[config.mk]
export PLATFORM = sky130hd
export DESIGN_NAME = uart_cfg_core
export DESIGN_NICKNAME = d
export VERILOG_FILES = /design/src/rtl/uart_pkg.sv /design/src/rtl/fifo.sv /design/src/rtl/uart_baud_div.sv /design/src/rtl/uart_cfg_core.sv
export SDC_FILE = /design/constraint.sdc
export NUM_CORES = 1
export LEC_CHECK = 0
export BUFFER_PORTS_ARGS = -buffer_cell sky130_fd_sc_hd__buf_2
export CAP_MARGIN = 40
export CELL_PAD_IN_SITES_DETAIL_PLACEMENT = 1
export CELL_PAD_IN_SITES_GLOBAL_PLACEMENT = 1
export CORE_MARGIN = 4
export CORE_UTILIZATION = 53
export DETAILED_ROUTE_END_ITERATION = 6
export PLACE_DENSITY_LB_ADDON = 0.1
export SLEW_MARGIN = 20
export SYNTH_ARGS = -nofsm -noshare
export SYNTH_HDL_FRONTEND = slang
export SYNTH_SLANG_ARGS = --single-unit
[constraint.sdc]
create_clock -name clk -period 4.3 [get_ports clk]
set_input_delay 0.215 -clock clk [delete_from_list [all_inputs] [get_ports clk]]
set_output_delay 0.215 -clock clk [all_outputs]
set_load 0.03 [all_outputs]
[src/rtl/uart_pkg.sv]
// Shared definitions for the configurable UART: parity encodings, FSM states
// and the oversampling ratio.
package uart_pkg;

    localparam int unsigned OVERSAMPLE = 16;
    localparam int unsigned OS_BITS    = $clog2(OVERSAMPLE);

    localparam logic [1:0] PAR_NONE = 2'b00;
    localparam logic [1:0] PAR_EVEN = 2'b01;
    localparam logic [1:0] PAR_ODD  = 2'b10;

    typedef enum logic [2:0] {
        StIdle,
        StStart,
        StData,
        StParity,
        StStop
    } uart_state_e;

    // Encoding 11 is reserved and behaves like PAR_NONE.
    function automatic logic parity_enabled(input logic [1:0] mode);
        return (mode == PAR_EVEN) || (mode == PAR_ODD);
    endfunction

endpackage

[src/rtl/fifo.sv]
// Synchronous first-word-fall-through FIFO; the output holds the last popped
// word while empty.
module fifo #(
    parameter int unsigned Width    = 8,
    parameter int unsigned AddrBits = 4
) (
    input  logic             clk,
    input  logic             rst,
    input  logic             wr,
    input  logic [Width-1:0] wdata,
    input  logic             rd,
    output logic [Width-1:0] rdata,
    output logic             full,
    output logic             empty
);
    localparam int unsigned Depth = 2 ** AddrBits;
    localparam logic [AddrBits:0] FullCount = (AddrBits + 1)'(Depth);

    logic [Width-1:0]    mem_q [Depth];
    logic [AddrBits-1:0] wr_ptr_q, rd_ptr_q;
    logic [AddrBits:0]   count_q;
    logic [Width-1:0]    last_q;
    logic                do_wr, do_rd;

    assign full  = (count_q == FullCount);
    assign empty = (count_q == '0);
    assign do_rd = rd && !empty;
    // A read frees the slot being written, so write-when-full is allowed alongside a read.
    assign do_wr = wr && (!full || rd);
    assign rdata = empty ? last_q : mem_q[rd_ptr_q];

    always_ff @(posedge clk) begin
        if (do_wr) begin
            mem_q[wr_ptr_q] <= wdata;
        end
    end

    always_ff @(posedge clk or negedge rst) begin
        if (!rst) begin
            wr_ptr_q <= '0;
            rd_ptr_q <= '0;
            count_q  <= '0;
            last_q   <= '0;
        end else begin
            if (do_wr) wr_ptr_q <= wr_ptr_q + 1'b1;
            if (do_rd) begin
                rd_ptr_q <= rd_ptr_q + 1'b1;
                last_q   <= mem_q[rd_ptr_q];
            end
            if (do_wr && !do_rd) begin
                count_q <= count_q + 1'b1;
            end else if (do_rd && !do_wr) begin
                count_q <= count_q - 1'b1;
            end
        end
    end

endmodule

[src/rtl/uart_baud_div.sv]
// Runtime-programmable oversample tick generator with a synchronous restart so
// each frame's first bit is a whole bit long.
module uart_baud_div #(
    parameter int unsigned DivBits = 16
) (
    input  logic               clk,
    input  logic               rst,
    input  logic [DivBits-1:0] baud_div,
    input  logic               clear,
    output logic               tick
);
    logic [DivBits-1:0] cnt_q, limit;

    assign limit = (baud_div > DivBits'(1)) ? baud_div - DivBits'(1) : '0;
    // >= so that lowering the divisor mid-count wraps at once.
    assign tick  = (cnt_q >= limit);

    always_ff @(posedge clk or negedge rst) begin
        if (!rst) begin
            cnt_q <= '0;
        end else if (clear || tick) begin
            cnt_q <= '0;
        end else begin
            cnt_q <= cnt_q + DivBits'(1);
        end
    end

endmodule

[src/rtl/uart_cfg_core.sv]
// UART with runtime baud divisor, parity mode and stop-bit count, fronted by
// TX and RX FIFOs; RX entries carry per-byte parity and framing flags.
module uart_cfg_core
    import uart_pkg::*;
#(
    parameter int unsigned DATA_BITS = 8,
    parameter int unsigned FIFO_EXP  = 4,
    parameter int unsigned DIV_BITS  = 16
) (
    input  logic                 clk,
    input  logic                 rst,
    input  logic [DIV_BITS-1:0]  baud_div,
    input  logic [1:0]           parity_mode,
    input  logic                 two_stop,
    input  logic                 write_uart,
    input  logic [DATA_BITS-1:0] write_data,
    input  logic                 read_uart,
    output logic [DATA_BITS-1:0] read_data,
    output logic                 read_perr,
    output logic                 read_ferr,
    input  logic                 rx_data_in,
    output logic                 tx_data_out,
    output logic                 tx_full,
    output logic                 tx_empty,
    output logic                 rx_full,
    output logic                 rx_empty,
    output logic                 rx_overrun,
    input  logic                 err_clear
);
    localparam int unsigned IdxBits = $clog2(DATA_BITS);
    localparam logic [IdxBits-1:0] LastIdx = IdxBits'(DATA_BITS - 1);
    localparam logic [OS_BITS-1:0] OsLast  = OS_BITS'(OVERSAMPLE - 1);
    localparam logic [OS_BITS-1:0] OsStart = OS_BITS'(6);

    // ---------------- TX ----------------
    uart_state_e            tx_state_q, tx_state_d;
    logic [OS_BITS-1:0]     tx_os_q, tx_os_d;
    logic [IdxBits-1:0]     tx_idx_q, tx_idx_d;
    logic [DATA_BITS-1:0]   tx_shift_q, tx_shift_d, tx_head;
    logic                   tx_par_en_q, tx_par_en_d, tx_par_bit_q, tx_par_bit_d;
    logic                   tx_two_q, tx_two_d, tx_stop2_q, tx_stop2_d;
    logic                   tx_line_q, tx_line, tx_tick, tx_last, tx_load;

    uart_baud_div #(.DivBits(DIV_BITS)) u_tx_baud (
        .clk      (clk),
        .rst      (rst),
        .baud_div (baud_div),
        .clear    (tx_load),
        .tick     (tx_tick)
    );

    fifo #(.Width(DATA_BITS), .AddrBits(FIFO_EXP)) u_tx_fifo (
        .clk   (clk),
        .rst   (rst),
        .wr    (write_uart),
        .wdata (write_data),
        .rd    (tx_load),
        .rdata (tx_head),
        .full  (tx_full),
        .empty (tx_empty)
    );

    always_comb begin
        tx_state_d   = tx_state_q;
        tx_os_d      = tx_os_q;
        tx_idx_d     = tx_idx_q;
        tx_shift_d   = tx_shift_q;
        tx_par_en_d  = tx_par_en_q;
        tx_par_bit_d = tx_par_bit_q;
        tx_two_d     = tx_two_q;
        tx_stop2_d   = tx_stop2_q;
        tx_line      = 1'b1;
        tx_load      = 1'b0;
        tx_last      = tx_tick && (tx_os_q == OsLast);
        if (tx_tick && (tx_state_q != StIdle)) tx_os_d = tx_os_q + 1'b1;

        unique case (tx_state_q)
            StIdle:  tx_load = !tx_empty;
            StStart: begin
                tx_line = 1'b0;
                if (tx_last) tx_state_d = StData;
            end
            StData: begin
                tx_line = tx_shift_q[0];
                if (tx_last) begin
                    tx_shift_d = tx_shift_q >> 1;
                    tx_idx_d   = tx_idx_q + 1'b1;
                    if (tx_idx_q == LastIdx) tx_state_d = tx_par_en_q ? StParity : StStop;
                end
            end
            StParity: begin
                tx_line = tx_par_bit_q;
                if (tx_last) tx_state_d = StStop;
            end
            StStop: begin
                if (tx_last) begin
                    if (tx_two_q && !tx_stop2_q) begin
                        tx_stop2_d = 1'b1;
                    end else begin
                        tx_state_d = StIdle;
                        // Chain straight into the next start bit when more data waits.
                        tx_load    = !tx_empty;
                    end
                end
            end
            default: tx_state_d = StIdle;
        endcase

        if (tx_load) begin
            tx_state_d   = StStart;
            tx_shift_d   = tx_head;
            tx_idx_d     = '0;
            tx_os_d      = '0;
            tx_stop2_d   = 1'b0;
            tx_par_en_d  = parity_enabled(parity_mode);
            tx_par_bit_d = (^tx_head) ^ (parity_mode == PAR_ODD);
            tx_two_d     = two_stop;
        end
    end

    always_ff @(posedge clk or negedge rst) begin
        if (!rst) begin
            tx_state_q   <= StIdle;
            tx_os_q      <= '0;
            tx_idx_q     <= '0;
            tx_shift_q   <= '0;
            tx_par_en_q  <= 1'b0;
            tx_par_bit_q <= 1'b0;
            tx_two_q     <= 1'b0;
            tx_stop2_q   <= 1'b0;
            tx_line_q    <= 1'b1;
        end else begin
            tx_state_q   <= tx_state_d;
            tx_os_q      <= tx_os_d;
            tx_idx_q     <= tx_idx_d;
            tx_shift_q   <= tx_shift_d;
            tx_par_en_q  <= tx_par_en_d;
            tx_par_bit_q <= tx_par_bit_d;
            tx_two_q     <= tx_two_d;
            tx_stop2_q   <= tx_stop2_d;
            tx_line_q    <= tx_line;
        end
    end

    assign tx_data_out = tx_line_q;

    // ---------------- RX ----------------
    uart_state_e            rx_state_q, rx_state_d;
    logic [1:0]             rx_sync_q;
    logic [OS_BITS-1:0]     rx_os_q, rx_os_d;
    logic [IdxBits-1:0]     rx_idx_q, rx_idx_d;
    logic [DATA_BITS-1:0]   rx_shift_q, rx_shift_d;
    logic                   rx_par_en_q, rx_par_en_d, rx_odd_q, rx_odd_d;
    logic                   rx_perr_q, rx_perr_d, rx_ovr_q, rx_ovr_d;
    logic                   rx_s, rx_tick, rx_centre, rx_clear, rx_push, rx_drop;
    logic [DATA_BITS+1:0]   rx_rdata;

    assign rx_s = rx_sync_q[1];

    uart_baud_div #(.DivBits(DIV_BITS)) u_rx_baud (
        .clk      (clk),
        .rst      (rst),
        .baud_div (baud_div),
        .clear    (rx_clear),
        .tick     (rx_tick)
    );

    fifo #(.Width(DATA_BITS + 2), .AddrBits(FIFO_EXP)) u_rx_fifo (
        .clk   (clk),
        .rst   (rst),
        .wr    (rx_push),
        .wdata ({!rx_s, rx_perr_q, rx_shift_q}),
        .rd    (read_uart),
        .rdata (rx_rdata),
        .full  (rx_full),
        .empty (rx_empty)
    );

    assign {read_ferr, read_perr, read_data} = rx_rdata;

    always_comb begin
        rx_state_d  = rx_state_q;
        rx_os_d     = rx_os_q;
        rx_idx_d    = rx_idx_q;
        rx_shift_d  = rx_shift_q;
        rx_par_en_d = rx_par_en_q;
        rx_odd_d    = rx_odd_q;
        rx_perr_d   = rx_perr_q;
        rx_clear    = 1'b0;
        rx_push     = 1'b0;
        rx_drop     = 1'b0;
        rx_centre   = rx_tick && (rx_os_q == OsLast);
        if (rx_tick && (rx_state_q != StIdle)) rx_os_d = rx_os_q + 1'b1;

        unique case (rx_state_q)
            StIdle: begin
                if (!rx_s) begin
                    rx_state_d  = StStart;
                    rx_clear    = 1'b1;
                    rx_os_d     = '0;
                    rx_idx_d    = '0;
                    rx_perr_d   = 1'b0;
                    rx_par_en_d = parity_enabled(parity_mode);
                    rx_odd_d    = (parity_mode == PAR_ODD);
                end
            end
            StStart: begin
                if (rx_tick && (rx_os_q == OsStart)) begin
                    rx_os_d    = '0;
                    rx_state_d = rx_s ? StIdle : StData;
                end
            end
            StData: begin
                if (rx_centre) begin
                    rx_shift_d = {rx_s, rx_shift_q[DATA_BITS-1:1]};
                    rx_idx_d   = rx_idx_q + 1'b1;
                    if (rx_idx_q == LastIdx) rx_state_d = rx_par_en_q ? StParity : StStop;
                end
            end
            StParity: begin
                if (rx_centre) begin
                    rx_perr_d  = rx_s ^ (^rx_shift_q) ^ rx_odd_q;
                    rx_state_d = StStop;
                end
            end
            StStop: begin
                if (rx_centre) begin
                    rx_push    = !rx_full;
                    rx_drop    = rx_full;
                    rx_state_d = StIdle;
                end
            end
            default: rx_state_d = StIdle;
        endcase

        rx_ovr_d = rx_drop ? 1'b1 : (err_clear ? 1'b0 : rx_ovr_q);
    end

    always_ff @(posedge clk or negedge rst) begin
        if (!rst) begin
            rx_sync_q   <= 2'b11;
            rx_state_q  <= StIdle;
            rx_os_q     <= '0;
            rx_idx_q    <= '0;
            rx_shift_q  <= '0;
            rx_par_en_q <= 1'b0;
            rx_odd_q    <= 1'b0;
            rx_perr_q   <= 1'b0;
            rx_ovr_q    <= 1'b0;
        end else begin
            rx_sync_q   <= {rx_sync_q[0], rx_data_in};
            rx_state_q  <= rx_state_d;
            rx_os_q     <= rx_os_d;
            rx_idx_q    <= rx_idx_d;
            rx_shift_q  <= rx_shift_d;
            rx_par_en_q <= rx_par_en_d;
            rx_odd_q    <= rx_odd_d;
            rx_perr_q   <= rx_perr_d;
            rx_ovr_q    <= rx_ovr_d;
        end
    end

    assign rx_overrun = rx_ovr_q;

endmodule
Word-level counts from Yosys, hierarchy flattened --
Memories as Yosys holds them, arrays and structs flattened. Index checks and enable logic that the tools add are counted.
Operators by class: $add $sub $neg 15, $lt $le $gt $ge 3, equal/unequal tests 30, muxes and demuxes 65, bitwise logic cells 4, reduce and logical (&&, ||, !) cells 55
Operators by type and width (count):
- $mux W3 | 20
- $mux W16 | 3
- $add A16 B1 Y16 const B | 2
- $ge A16 B16 Y1 | 2
- $mux W8 | 4
- $pmux W3 S5 | 2
- $add A4 B1 Y4 const B | 6
- $mux W1 | 20
- $mux W4 | 5
- $mux W5 | 4
- $reduce_bool A2 Y1 | 10
- $ne A3 B2 Y1 const B | 6
- $gt A16 B1 Y1 const B | 1
- $reduce_xor A8 Y1 | 2
- $sub A16 B1 Y16 const B | 1
- $logic_and A1 B1 Y1 | 14
- $eq A3 B2 Y1 const B | 4
- $eq A3 B3 Y1 const B | 4
- $ne A2 B2 Y1 const B | 6
- $add A5 B1 Y5 const B | 2
- $eq A5 B5 Y1 const B | 2
- $logic_not A1 Y1 | 10
- $logic_not A5 Y1 | 2
- $mux W10 | 1
- 22 further kinds | 39
Word-level totals: register bits 123, bits in writable memories 288, output and inout bits 16, memories kept 2
Memories:
- u_rx_fifo.mem_q | depth 16, width 10, read ports 1, clocked after Yosys merged registers in 0, write ports 1, line fifo.sv:19 | logic [Width-1:0] mem_q [Depth];
- u_tx_fifo.mem_q | depth 16, width 8, read ports 1, clocked after Yosys merged registers in 0, write ports 1, line fifo.sv:19

Longest topological paths before layout --
Gate-level depths: netlist of run 1.
word-level depth 12, gate-level depth with buffers 25

Modules after synthesis --
A second synthesis of run 1 with hierarchy kept.
Unflattened totals: cell total of the unflattened synthesis 1295, area, all modules 18868.1 um2
Modules (own cells, without submodules):
- fifo at u_rx_fifo | instances 1, cells an instance 390, area each 7432.1 um2
- fifo at u_tx_fifo | instances 1, cells an instance 327, area each 6095.8 um2
- uart_cfg_core | instances 1, cells an instance 226, area each 2444.8 um2
- uart_baud_div at u_rx_baud | instances 1, cells an instance 176, area each 1465.2 um2
- uart_baud_div at u_tx_baud | instances 1, cells an instance 176, area each 1430.1 um2

Worst setup path before layout of run 1 --
Ideal clock, no wire load.
path kind input to register, start point in baud_div[9], end point reg u_tx_fifo.count_q[4], arrival 4.699 ns, setup slack -0.524 ns, stages on the path 25, buffers on the path 1, path through or4_1 -> nor4_1 -> nand2b_1 -> nor2_1 -> nand3_1 -> clkbuf_1 -> nand2_1 -> ha_1 -> o21ai_1 -> nand2b_1 -> a21oi_1 -> or3_1 -> o221ai_2 -> a21boi_1 -> o31ai_2 -> nand2_1 -> inv_1 -> ha_1 -> inv_1 -> fa_1 -> a21o_1 -> a21oi_1 -> xnor2_1 -> nor2_1 -> xor2_1
Between the ends: cells in the longest elaborated chain, start to end 11, elaborated cells between the ends (all ways) 16, those cells by class 1 x add/sub; 2 x order compare; 4 x mux; 9 x reduce/logical
RTL lines:
- from (decl) | line uart_cfg_core.sv:12 | input logic [DIV_BITS-1:0] baud_div,
- $sub A16 B1 Y16 or $gt A16 B1 Y1 (tied branches) | line uart_baud_div.sv:14 | assign limit = (baud_div > DivBits'(1)) ? baud_div - DivBits'(1) : '0;
- $mux W16 (*) | line uart_baud_div.sv:14
- $ge A16 B16 Y1 (*) | line uart_baud_div.sv:16 | assign tick = (cnt_q >= limit);
- $logic_and A1 B1 Y1 (*) | line uart_cfg_core.sv:74 | tx_last = tx_tick && (tx_os_q == OsLast);
- $mux W1 (*) | line uart_cfg_core.sv:96 | if (tx_last) begin
- $pmux W1 S2 (*) | line uart_cfg_core.sv:77 | unique case (tx_state_q)
- $logic_or A1 B1 Y1 (*) | line fifo.sv:29 | assign do_wr = wr && (!full || rd);
- $logic_and A1 B1 Y1 (*) | line fifo.sv:29
- named net u_tx_fifo.do_wr | line fifo.sv:23 | logic do_wr, do_rd;
- $logic_not A1 Y1 | line fifo.sv:52 | end else if (do_rd && !do_wr) begin
- $logic_and A1 B1 Y1 | line fifo.sv:52
- $reduce_bool A2 Y1 (no source line)
- to (signal assigned) | line fifo.sv:51 | count_q <= count_q + 1'b1;
- to (signal assigned) | line fifo.sv:53 | count_q <= count_q - 1'b1;
- to (decl) | line fifo.sv:21 | logic [AddrBits:0] count_q;
Mark *: on every way through the listed nets, which the timed path passes. The rest lies on a longest branch. A chain may end at the register's enable or synchronous reset.

Final worst setup path of run 1 --
start point in baud_div[6], end point reg u_tx_fifo.count_q[4]
Between the ends: cells in the longest elaborated chain, start to end 11, elaborated cells between the ends (all ways) 16, those cells by class 1 x add/sub; 2 x order compare; 4 x mux; 9 x reduce/logical
RTL lines (line):
- $sub A16 B1 Y16 or $gt A16 B1 Y1 (tied branches) | uart_baud_div.sv:14
- $mux W16 (*) | uart_baud_div.sv:14
- $ge A16 B16 Y1 (*) | uart_baud_div.sv:16
- $logic_and A1 B1 Y1 (*) | uart_cfg_core.sv:74
- $mux W1 (*) | uart_cfg_core.sv:96
- $pmux W1 S2 (*) | uart_cfg_core.sv:77
- $logic_or A1 B1 Y1 | fifo.sv:29
- $logic_and A1 B1 Y1 | fifo.sv:29
- $logic_not A1 Y1 | fifo.sv:52
- $logic_and A1 B1 Y1 | fifo.sv:52
- $reduce_bool A2 Y1 (no source line)
Mark *: on every way between the ends. The rest lies on a longest branch, timed or not.

==> impl_metrics.tcl, run 1 <==
set metrics [dict create \
    yosys.area.top_type "edfxtp_1" \
    initial_core_util 0.542 \
    grt_pass1_vias 11900 \
    antenna_found_initial 0 \
    synth_ff_type "edfxtp_1" \
    yosysUniqueCellTypes 62 \
    gr-usage-all-layers 0.229 \
    rsz0062_at_grt "yes" \
    ioPinCount 49 \
    fmax_mhz 242 \
    via_count 10800 \
    synth_nets 1335 \
    synth.yosys.warnings 0 \
    drtIter0Drc 689 \
    die-area_sq_um 37600 \
    diodes 0 \
    ys_seq_elements 411 \
    synth_commonest_cells "edfxtp_1, dfrtp_1, nand2_1" \
    clk_pin_slew_ns 0.06 \
    p_leak_nw 8.93 \
    power-per-cell-area_nw_per_um2 488 \
    netlist_top_cells_area "edfxtp_1, dfrtp_1, mux4_2" \
    yosysSeqAreaShare 0.640 \
    cts_tree "built" \
    ir_drop_mv 0.343 \
    die_h_um 194 \
    grt_max_degree 86 \
    dieWidth_um 194 \
    fin_nets 1476 \
    grt_pass1_wl_mm 68.4 \
    syn_area_per_cell_sq_um 14.8 \
    drt_pass1_iterations 5 \
    routedWlPerCell_um 23.0 \
    postRouteWirelength_mm 42.8 \
    synth_most_common_cell "edfxtp_1" \
    maxCapViolCount 0 \
    synthCells 1238 \
    fp.coreArea_sq_um 33800 \
    cts_buffers 43 \
    crit_arrival_ns 4.55 \
    finalHoldViolCount 0 \
    top_usage_layer "met2" \
    drive_gt1_frac 0.247 \
    drc 0 \
    finalSetupViolCount 0 \
    multi_input_area_sq_um 6450 \
    cp-end-kind "register" \
    skew_ns 0.0126 \
    grtUsageMet2 0.404 \
    worstReg2RegStart "u_rx_fifo.count_q[0]$_DFFE_PN0P_" \
    worst_slew_pin_slew_ns 0.791 \
    ant_nets 0 \
    outcome "complete, no violations" \
    slew_headroom 0.468 \
    total_power_mw 10.4 \
    crit_path_max_fanout 10 \
    portBuffers 48 \
    num_rows 67 \
    fillCellCount 3117 \
    grt_use_met3 0.0337 \
    gr-total-overflow 0 \
    startpoint "baud_div[6]" \
    netlist_area_sq_um 18300 \
    worstHoldStart "write_uart" \
    clock_tree.root_cell "clkbuf_16" \
    finalMaxSlewViolations 0 \
    cts.path.max_buffers 3 \
    layout_min_cycle_time_ns 4.14 \
    cts.sinks 411 \
    gp_congestion 0.803 \
    worst-setup-path-type "input port to register" \
    regArea_sq_um 11700 \
    startpoint_type "input port" \
    holdCritPathClass "input port to register" \
    syn2layout_area_growth_pct 16.3 \
    fin_tns_setup_ns 0 \
    synth-edff-count 288 \
    hpwl_mm 28.5 \
    clk_latency_ns 0.54 \
    htreeDepth 2 \
    vias_per_cell 5.82 \
    synth_top_area_frac 0.472 \
    async_reset_ff_frac 0.299 \
    timing.final.crit_share 0.963 \
    crit_required_ns 4.71 \
    use_met1 0.303 \
]
## where the power goes
part	total [mW]	switching [mW]	internal, mW
registers	4.85	0.325	4.52
logic	1.84	0.949	0.894
clock network	3.72	1.50	2.23
total	10.4	2.77	7.64
## routing by layer
layer  part of all wire  wire, um
met5                  0         0
met4              0.021       918
met3              0.035      1480
met2               0.53     22600
met1               0.42     17800
## worst max-delay path, stage by stage
cell and delay [ns]:
buf_6 0.09, or4_4 0.55, nor4_4 0.17, nand2b_1 0.16, nor2_2 0.20, nand3_2 0.11, buf_4 0.19, nand2_2 0.09
ha_4 0.20, a21oi_1 0.15, nor2b_1 0.09, a2111oi_4 0.42, o221ai_4 0.20, a21boi_4 0.22, buf_4 0.14, nor2_2 0.04
inv_2 0.07, ha_4 0.14, inv_4 0.04, fa_2 0.36, a21o_1 0.19, a21oi_2 0.13, xnor2_1 0.13, nor2_1 0.07
xor2_1 0.16
## stage by stage
step,setup WS [ns],cell area [sq um],hold slack [ns],cells,util
detailed placement,-0.602,19800,0.325,1775,0.585
finish,0.161,21300,0.0353,1861,0.631
global route,-0.0449,21300,0.0238,1861,0.631
global placement,-0.375,19700,0.321,1772,0.584
floorplan,-0.244,18500,-0.0806,1238,-
CTS,0.120,21200,0.0159,1858,0.629
## cells by family (layout without fill, tap and decap cells)
logic type	after synthesis	count (layout)	synth area share
xor gates and xnor gates	85	85	0.0414
and+or+nand+nor	347	347	0.0879
buffers and inverters	78	253	0.0190
muxes	128	128	0.121
AOI/OAI and AO/OA	125	125	0.0459
DFF	411	411	0.640
adders and majority gates	64	64	0.0445
## placed cells by master (no fill, tap or decap), types with 4 or more instances in the layout
master	n
edfxtp_1	288
dfrtp_1	118
nand2_1	111
buf_4	92
nor2_1	91
mux4_2	73
ha_1	56
xnor2_1	48
buf_2	46
clkbuf_16	45
xor2_1	36
nand3_1	36
mux2i_1	33
o21ai_0	26
a21oi_1	24
and3_1	24
inv_1	23
mux2_2	22
nor3_1	19
a21o_1	16
nand2b_1	13
nor2b_1	12
a22oi_1	11
clkbuf_1	10
clkinv_1	7
nand4_1	6
a21oi_2	6
a221oi_1	6
ha_4	6
clkinv_2	6
nor4_1	5
a31oi_1	5
and2_1	5
nand2_2	4
o21ai_1	4
clkbuf_8	4
bufinv_16	4
## state kept, by name, summed over array words and instances (netlist names), 2 cells and up
name                count
rx_idx_q                3
rx_os_q                 4
rx_shift_q              8
rx_state_q              3
rx_sync_q               2
tx_idx_q                3
tx_os_q                 4
tx_shift_q              8
tx_state_q              3
u_rx_baud.cnt_q        16
u_rx_fifo.count_q       5
u_rx_fifo.last_q       10
u_rx_fifo.mem_q       160
u_rx_fifo.rd_ptr_q      4
u_rx_fifo.wr_ptr_q      4
u_tx_baud.cnt_q        16
u_tx_fifo.count_q       5
u_tx_fifo.last_q        8
u_tx_fifo.mem_q       128
u_tx_fifo.rd_ptr_q      4
u_tx_fifo.wr_ptr_q      4
## path summary, 6_finish.rpt
path / to / slack, ns / depth (start not counted)
worst max-delay path: u_tx_fifo.count_q[4]$_DFFE_PN0P_ / 0.16 / 25
worst min-delay path: u_tx_fifo.wr_ptr_q[3]$_DFFE_PN0P_ / 0.04 / 3
worst max register to register: u_rx_fifo.count_q[4]$_DFFE_PN0P_ / 0.66 / 14
worst min register to register: rx_sync_q[1]$_DFF_PN1_ / 0.36 / 0
max in group asynchronous: u_rx_fifo.rd_ptr_q[0]$_DFFE_PN0P_ / 3.39 / 3
min in group asynchronous: u_tx_baud.cnt_q[12]$_DFF_PN0_ / 0.08 / 2
## final cells by class
type / instances / share of cell area
inverter: 27 / 0.00487
clock inverter: 20 / 0.00957
tap: 448 / 0.0263
timing repair buffer: 147 / 0.0491
multi-input combinational: 749 / 0.303
clock buffer: 59 / 0.0572
sequential: 411 / 0.550
## repair_timing
| action | 4_1_cts | 5_1_grt |
|---|---|---|
| hold buffers | 3 | 0 |
| gates resized for setup | 1 | 7 |
| hold endpoints to repair | 83 | 0 |
| pin swaps | 9 | 1 |
| buffers inserted | 1 | 1 |
| endpoints found under the setup margin | 1 | 2 |
Power figures use the tool's default switching activity.
==> run 2: changes to the inputs <==
--- a/config.mk
+++ b/config.mk
@@ -7,12 +7,11 @@
 export LEC_CHECK = 0
 export BUFFER_PORTS_ARGS = -buffer_cell sky130_fd_sc_hd__buf_2
 export CAP_MARGIN = 40
-export CELL_PAD_IN_SITES_DETAIL_PLACEMENT = 1
-export CELL_PAD_IN_SITES_GLOBAL_PLACEMENT = 1
 export CORE_MARGIN = 4
-export CORE_UTILIZATION = 53
+export CORE_UTILIZATION = 60
 export DETAILED_ROUTE_END_ITERATION = 6
-export PLACE_DENSITY_LB_ADDON = 0.1
+export PLACE_DENSITY = 0.77
+export SETUP_SLACK_MARGIN = 0.5
 export SLEW_MARGIN = 20
 export SYNTH_ARGS = -nofsm -noshare
 export SYNTH_HDL_FRONTEND = slang
==> run 2 against run 1 <==
  * Maximum frequency rose by 5.6%
  * Critical path type unchanged
  * Design area up 0.86%
  * Die area shrank 11%
  * Critical path depth decreased by 1
  * Utilization is 8.9 points higher
  * Critical endpoint unchanged
  * Register-to-register slack improved by 0.29 ns
  * Largest power group unchanged
  * Clock skew shrank 0.00084 ns
  * Combinational power rose by 8%
==> impl_metrics.tcl, run 2 (synthesis gave the netlist of run 1 again) <==
set metrics [dict create \
    vias_per_cell 5.99 \
    ant_nets 0 \
    grt_pass1_vias 11000 \
    ioPinCount 49 \
    gp_congestion 0.849 \
    p_leak_nw 8.90 \
    diodes 0 \
    drive_gt1_frac 0.265 \
    die_h_um 183 \
    drtIter0Drc 917 \
    path_cells "buf_6, or4_4, nor4_4, nand2b_1, nor2_4, nand3_4, clkbuf_16, nand2_1, ha_4, nand4_1, or3_4, o221ai_4, a21boi_4, o31ai_4, nand2_2, inv_2, ha_4, inv_2, fa_2, a21o_1, a21oi_2, xnor2_1, nor2_1, xor2_1" \
    top_register "u_rx_fifo.mem_q" \
    fmax_mhz 255 \
    sw_frac_of_total 0.273 \
    initial_core_util 0.613 \
    final_common_cell "edfxtp_1" \
    holdCritPathClass "input port to register" \
    startpoint_type "input port" \
    cts_tree "built" \
    p_int_mw 7.50 \
    postRouteWirelength_mm 38.2 \
    worst_slew_pin_slew_ns 0.832 \
    power-per-cell-area_nw_per_um2 480 \
    crit_required_ns 4.71 \
    clock_tree.root_cell "clkbuf_16" \
    antenna_found_initial 0 \
    layout_common_cells "edfxtp_1, dfrtp_1, nand2_1, nor2_1, mux4_2" \
    slew_headroom 0.444 \
    crit_arrival_ns 4.33 \
    crit_path_top_delay_cell "or4_4" \
    finalMaxSlewViolations 0 \
    critPathBufInv 4 \
    maxCapViolCount 0 \
    top_regs "u_rx_fifo.mem_q x160, u_tx_fifo.mem_q x128" \
    layout_min_cycle_time_ns 3.92 \
    htreeDepth 2 \
    skew_ns 0.0118 \
    grt_pass1_wl_mm 60.8 \
    clk_latency_ns 0.53 \
    cp_top_family "simple AND/OR/NAND/NOR gates" \
    rsz0062_at_grt "yes" \
    place_ws_ns -0.331 \
    routedWlPerCell_um 21.4 \
    timing.final.crit_share 0.912 \
    p_clk_frac 0.337 \
    num_rows 63 \
    drc 0 \
    largest_register_ffs 160 \
    gr-usage-all-layers 0.231 \
    share_seq_of_total_power 0.471 \
    finalSetupViolCount 0 \
    setup_slack_ns 0.379 \
    hpwl_mm 24.7 \
    total_power_mw 10.3 \
    finalHoldViolCount 0 \
    grt_max_degree 73 \
    cp-end-kind "register" \
    drt_pass1_iterations 5 \
    fin_nets 1463 \
    cts.path.max_buffers 3 \
    outcome "complete, no violations" \
    die-area_sq_um 33400 \
    dieWidth_um 183 \
    fp.coreArea_sq_um 29900 \
    ir_drop_mv 0.408 \
    timing.critical_path.slowest_cell_delay_ns 0.55 \
    syn2layout_area_growth_pct 17.3 \
    portBuffers 48 \
    via_count 10700 \
    clk_pin_slew_ns 0.06 \
    worst-setup-path-type "input port to register" \
    cts_buffers 41 \
    pwr-share-comb 0.192 \
    power_switching_mw 2.82 \
    gr-total-overflow 0 \
    cts.sinks 411 \
    crit_path_max_fanout 7 \
]
## run 2: changes by cell type in the layout (fill, tap and decap cells not counted), moves of 11 or more
cell,previous run,this run
nor2_4,0,13
buf_12,1,12
nor2_1,91,79
buf_4,92,66
## run 2: metal layers
layer / vias to the layer above / track usage / part of all wire
li1: 4917 / - / -
met1: 5427 / 0.322 / 0.41
met2: 302 / 0.395 / 0.52
met3: 61 / 0.0278 / 0.046
met4: 0 / 0.0599 / 0.024
met5: - / 0 / 0
## run 2: worst register-to-register path: cells and delay by family, from the launching register on
kind	cells	cell delay, ns
AOI/OAI and AO/OA	7	1.29
adders and majority gates	3	0.80
DFF	1	0.41
and+or+nand+nor	3	0.30
xor gates and xnor gates	2	0.27
buffers and inverters	3	0.19
## run 2: layout make-up
class                           count  area [sq um]
Inverter                           27           106
Fill cell                        1878          8370
Timing Repair Buffer              136          1130
Clock inverter                     23           198
Clock buffer                       50          1100
Multi-Input combinational cell    749          6750
Sequential cell                   411         11700
Tap cell                          390           488
## run 2: path summary, 6_finish.rpt
path	to	startpoint	cells past startpoint	slack, ns
worst max-delay path	u_tx_fifo.count_q[4]$_DFFE_PN0P_	baud_div[6]	24	0.38
worst min-delay path	rx_overrun$_DFFE_PN0P_	err_clear	3	0.05
max in group asynchronous	tx_data_out$_DFF_PN1_	rst	4	3.06
worst min register to register	rx_sync_q[1]$_DFF_PN1_	rx_sync_q[0]$_DFF_PN1_	0	0.36
min in group asynchronous	u_rx_fifo.last_q[1]$_DFFE_PN0P_	rst	2	0.11
worst max register to register	u_tx_fifo.count_q[4]$_DFFE_PN0P_	u_tx_baud.cnt_q[0]$_DFF_PN0_	18	0.95
## run 2: timing repair
| action | 4_1_cts | 5_1_grt |
|---|---|---|
| hold buffers | 3 | 0 |
| hold endpoints to repair | 90 | 0 |
| resized for setup | 1 | 32 |
| pin swaps | 9 | 5 |
| endpoints found under the setup margin | 22 | 71 |
| setup buffers | 2 | 5 |
| cloned | 0 | 1 |
## run 2: stage by stage
stage / utilization / setup TNS [ns] / cell area, sq um / hold WS (ns) / instances
floorplan: - / -0.237 / 18700 / -0.0806 / 1238
global placement: 0.664 / -1.48 / 19800 / 0.321 / 1695
detailed placement: 0.666 / -2.76 / 19900 / 0.0897 / 1701
CTS: 0.711 / 0 / 21200 / 0.0461 / 1779
global route: 0.720 / 0 / 21500 / 0.0537 / 1786
finish: 0.720 / 0 / 21500 / 0.0489 / 1786
## run 2: power groups by stage
stage          combinational, mW  sequential [mW]  clock, mW
6_report                    1.98             4.86       3.48
4_1_cts                     1.90             4.89       3.52
3_3_place_gp                1.82             4.94          0
5_1_grt                     2.18             4.90       3.71
2_1_floorplan               1.45             4.76          0
3_5_place_dp                1.88             4.96          0
